$ cat src/rtl/serve_sequencer.sv
// Rally sequencer between the referee and the ball/player movement blocks:
// load ball at the serve spot, hold, wait for first touch, play, freeze after a point.
module serve_sequencer #(
  parameter int unsigned TICK_DIV     = 650_000,
  parameter int unsigned HOLD_TICKS   = 150,
  parameter int unsigned FREEZE_TICKS = 50,
  parameter int unsigned SERVE_X1     = 200,
  parameter int unsigned SERVE_X2     = 823,
  parameter int unsigned SERVE_Y      = 300
) (
  input  logic        clk,
  input  logic        rst,
  input  logic        point,
  input  logic        serve_side,
  input  logic        endgame,
  input  logic        first_touch,
  output logic        ball_load,
  output logic [11:0] ball_x_init,
  output logic [11:0] ball_y_init,
  output logic        ball_freeze,
  output logic        players_lock,
  output logic        serve_active,
  output logic [2:0]  dbg_state
);

  localparam int unsigned MAX_TICKS = (HOLD_TICKS > FREEZE_TICKS) ? HOLD_TICKS : FREEZE_TICKS;
  localparam int CW = $clog2(MAX_TICKS + 1);
  localparam int PW = (TICK_DIV > 1) ? $clog2(TICK_DIV) : 1;
  localparam logic [PW-1:0] PRESC_MAX   = PW'(TICK_DIV - 1);
  localparam logic [CW-1:0] HOLD_LAST   = CW'(HOLD_TICKS - 1);
  localparam logic [CW-1:0] FREEZE_LAST = CW'(FREEZE_TICKS - 1);
  localparam logic [11:0]   X1 = 12'(SERVE_X1);
  localparam logic [11:0]   X2 = 12'(SERVE_X2);

  typedef enum logic [2:0] {
    LOAD   = 3'd0,
    HOLD   = 3'd1,
    SERVE  = 3'd2,
    RALLY  = 3'd3,
    FREEZE = 3'd4,
    OVER   = 3'd5
  } state_t;

  state_t        state_q, state_d;
  logic [PW-1:0] presc_q, presc_d;
  logic [CW-1:0] cnt_q, cnt_d;
  logic [11:0]   ball_x_init_q, ball_x_init_d;
  logic          tick;
  logic          timed;

  always_comb begin
    state_d       = state_q;
    presc_d       = presc_q;
    cnt_d         = cnt_q;
    ball_x_init_d = ball_x_init_q;
    tick          = (presc_q == PRESC_MAX);
    timed         = (state_q == HOLD) || (state_q == FREEZE);

    unique case (state_q)
      LOAD:    state_d = HOLD;
      HOLD:    if (tick && cnt_q == HOLD_LAST) state_d = SERVE;
      SERVE:   if (first_touch) state_d = RALLY;
      RALLY:   if (point) state_d = FREEZE;
      FREEZE:  if (tick && cnt_q == FREEZE_LAST) state_d = LOAD;
      OVER:    state_d = OVER;
      default: state_d = LOAD;
    endcase

    if (endgame) state_d = OVER;

    // Timers restart from zero in every state, so each timed state gets its full length.
    if (state_d != state_q || !timed) begin
      presc_d = '0;
      cnt_d   = '0;
    end else if (tick) begin
      presc_d = '0;
      cnt_d   = cnt_q + CW'(1);
    end else begin
      presc_d = presc_q + PW'(1);
    end

    // Serve position is captured on entry so it is already valid during the load pulse.
    if (state_d == LOAD && state_q != LOAD) begin
      ball_x_init_d = serve_side ? X2 : X1;
    end
  end

  always_ff @(posedge clk) begin
    if (rst) begin
      state_q       <= LOAD;
      presc_q       <= '0;
      cnt_q         <= '0;
      ball_x_init_q <= X1;
    end else begin
      state_q       <= state_d;
      presc_q       <= presc_d;
      cnt_q         <= cnt_d;
      ball_x_init_q <= ball_x_init_d;
    end
  end

  // The load pulse is masked while rst is held so the reset LOAD state never fires it early.
  assign ball_load    = (state_q == LOAD) && !rst;
  assign ball_x_init  = ball_x_init_q;
  assign ball_y_init  = 12'(SERVE_Y);
  assign ball_freeze  = (state_q != RALLY);
  assign players_lock = (state_q != SERVE) && (state_q != RALLY);
  assign serve_active = (state_q == SERVE);
  assign dbg_state    = state_q;

endmodule

$ cat config.mk
export PLATFORM = sky130hd
export DESIGN_NAME = serve_sequencer
export DESIGN_NICKNAME = d
export VERILOG_FILES = /design/src/rtl/serve_sequencer.sv
export SDC_FILE = /design/constraint.sdc
export NUM_CORES = 1
export LEC_CHECK = 0
export ABC_AREA = 1
export CAP_MARGIN = 15
export CORE_MARGIN = 3
export CORE_UTILIZATION = 33
export CTS_BUF_LIST = sky130_fd_sc_hd__clkbuf_16
export CTS_CLUSTER_SIZE = 8
export DETAILED_ROUTE_END_ITERATION = 12
export PLACE_DENSITY = 0.66
export SLEW_MARGIN = 25
export SYNTH_ARGS = -nofsm -noshare
export SYNTH_HDL_FRONTEND = slang
export SYNTH_SLANG_ARGS = --single-unit
$ cat constraint.sdc
create_clock -name clk -period 2.8 [get_ports clk]
set_input_delay 0.84 -clock clk [delete_from_list [all_inputs] [get_ports clk]]
set_output_delay 0.84 -clock clk [all_outputs]
set_load 0.01 [all_outputs]
==> reports/qor.yml <==
sta:
  tightest_slew_ns: 0.552
  period_share_pct: 86.3
  setup_viol: 0
  fin_ws_ns: 0.383
  finClkSkew_ns: 0.00625
  tns_ns: 0
  hold_violations: 0
  relSlewSlack_pct: 62.9
  period_needed_ns: 2.42
  rsz0062_at_grt: "false"
  finalMaxSlewViolations: 0
  max_clock_freq_mhz: 414
logic_synthesis:
  synth_cells: 263
  netlist_top_cells_area: "dfxtp_1 34%, buf_4 8.4%, xor2_1 8.0%, nor2_2 7.6%, inv_1 7.3%"
  synth_top_area_cell: "dfxtp_1"
  yosysSeqAreaShare_pct: 33.6
  synth_cell_types: 26
  synth.ff_latch_count: 33
  syn_area_sq_um: 1960
  syn_avg_cell_area_sq_um: 7.47
  synth.top_cell.area_share_pct: 33.6
  yosysWarningCount: 0
setup_path:
  crit_required_ns: 1.96
  crit_path_start_kind: "register"
  critPathCaptureType: "output port"
  crit_type: "register to output port"
  path_max_fanout: 5
  arrival_ns: 1.58
floorplanning:
  start_util_pct: 34.8
  rows: 27
  die_x_um: 83.2
  die_h_um: 83.2
  io_pins: 37
  coreArea_sq_um: 5640
  dieArea_sq_um: 6910
cells_and_area:
  layout.nets: 291
  layout_common_cells: "39 x inv_1, 36 x nand2_1, 33 x dfxtp_1, 29 x nor2_1, 24 x nor2_2"
  drive_gt1_share_pct: 17.0
  syn_to_final_growth_pct: 17.1
  final_common_cell: "inv_1"
  diodes: 0
grt:
  grt_pass1_vias: 1449
  grt.total_usage_pct: 10.8
  grt_pass1_wl_um: 6300
  grt_max_degree: 21
  antenna_found_initial: 0
  overflow: 0
clocking:
  hold_buffers: 0
  clkSinkCount: 33
  cts.htree.levels: 2
  cts-buffers-inserted: 5
  postCtsSetupRepairBufs: 0
  cts_max_path_buffers: 2
  cts_root_buf: "clkbuf_16"
  insertion_delay_ns: 0.27
  post_cts_resized: 0
  cts_tree: "done"
  path_clk_slew_ns: 0.05
run_status:
  status: "completed"
routing:
  via_count: 1544
  vias_per_cell: 4.35
  wirelength_um: 3380
  antenna_left: 0
  drtPass1Iterations: 4
  drt-initial-drc-count: 52
  wl_per_cell_um: 9.52
  drc: 0
min_path:
  hp-class: "register to register"
place:
  numPortBuffers: 22
  gp_congestion: 0.826
  dp_hpwl_um: 2580
  place_ws_ns: 0.0523
run:
  drv_cap: 0
power_and_ir_drop:
  p_leak_nw: 0.844
  ir_drop_mv: 0.214
  powerDensity_nw_per_um2: 471
==> path summary, 6_finish.rpt <==
kind,start,to,slack (ns),cells past startpoint
setup / recovery,dbg_state[2]$_SDFF_PP0_,serve_active,0.38,4
hold / removal,presc_q[0]$_SDFF_PP0_,presc_q[0]$_SDFF_PP0_,0.46,1
setup reg to reg,presc_q[0]$_SDFF_PP0_,presc_q[16]$_SDFF_PP0_,0.85,8
hold reg to reg,presc_q[0]$_SDFF_PP0_,presc_q[0]$_SDFF_PP0_,0.46,1
==> flip-flops by register name (all words and copies together) (netlist names) <==
name / flops
dbg_state: 3
ball_x_init: 2
cnt_q: 8
presc_q: 20
==> cell usage after synthesis <==
master,n
nand4_1,6
nand3_1,15
nor2_1,29
o21ai_0,2
xor2_1,18
o21ai_2,1
nor3_2,1
nand3_4,1
nor3_1,6
dfxtp_1,33
xnor2_1,6
o21a_1,1
nand2_2,5
ha_1,3
nand3_2,3
nand2_1,36
nor2_2,24
or3_1,1
inv_1,38
a21oi_1,2
nor4_1,2
inv_2,1
conb_1,2
buf_4,22
nor2_4,3
buf_6,2
==> per-layer routing <==
| layer | global-route usage [%] | part of all wire [%] | vias up |
|---|---|---|---|
| met2 | 17.9 | 45 | 43 |
| met1 | 13.3 | 48 | 693 |
| met4 | 3.27 | 0.53 | 0 |
| met5 | 0 | 0 | - |
| li1 | - | - | 804 |
| met3 | 3.67 | 6.6 | 4 |
==> cell type report <==
cell class	count	area, sq um
inverters	39	146
clock inverters	3	13.8
repair buffers	24	250
fillers	589	3340
flip-flops and latches	33	661
clock buffers	5	125
well taps	72	90.1
multi-input cells	179	1010
==> cell families after synthesis <==
group / Yosys count / share of synthesized area [%]
compound gates: 6 / 1.85
xor+xnor: 24 / 10.7
fa+ha+maj: 3 / 1.91
buf+inv: 63 / 17.0
flops: 33 / 33.6
other cells: 2 / 0.382
simple gates: 132 / 34.5
==> metrics by stage <==
stage / instance area, sq um / utilization, % / instances / hold slack (ns) / total power [mW]
final: 2300 / 40.8 / 355 / 0.457 / 1.08
after detailed placement: 2160 / 38.3 / 347 / 0.446 / 0.587
after floorplan: 2010 / - / 275 / 0.427 / 0.569
after CTS: 2300 / 40.7 / 355 / 0.458 / 1.10
after global routing: 2300 / 40.8 / 355 / 0.472 / 1.14
after global placement: 2160 / 38.3 / 347 / 0.440 / 0.586
==> where the power goes <==
part,switching (mW),total [mW],internal [mW]
Sequential,0.00670,0.482,0.475
Clock,0.185,0.506,0.322
Combinational,0.0518,0.0942,0.0423
Total,0.243,1.08,0.840
==> critical path, cell delays in order, from the launching register on <==
cell,delay [ns]
dfxtp_1,0.34
inv_1,0.13
nand2_2,0.09
nor2_1,0.17
clkdlybuf4s50_1,0.57
Power figures use the tool's default switching activity.
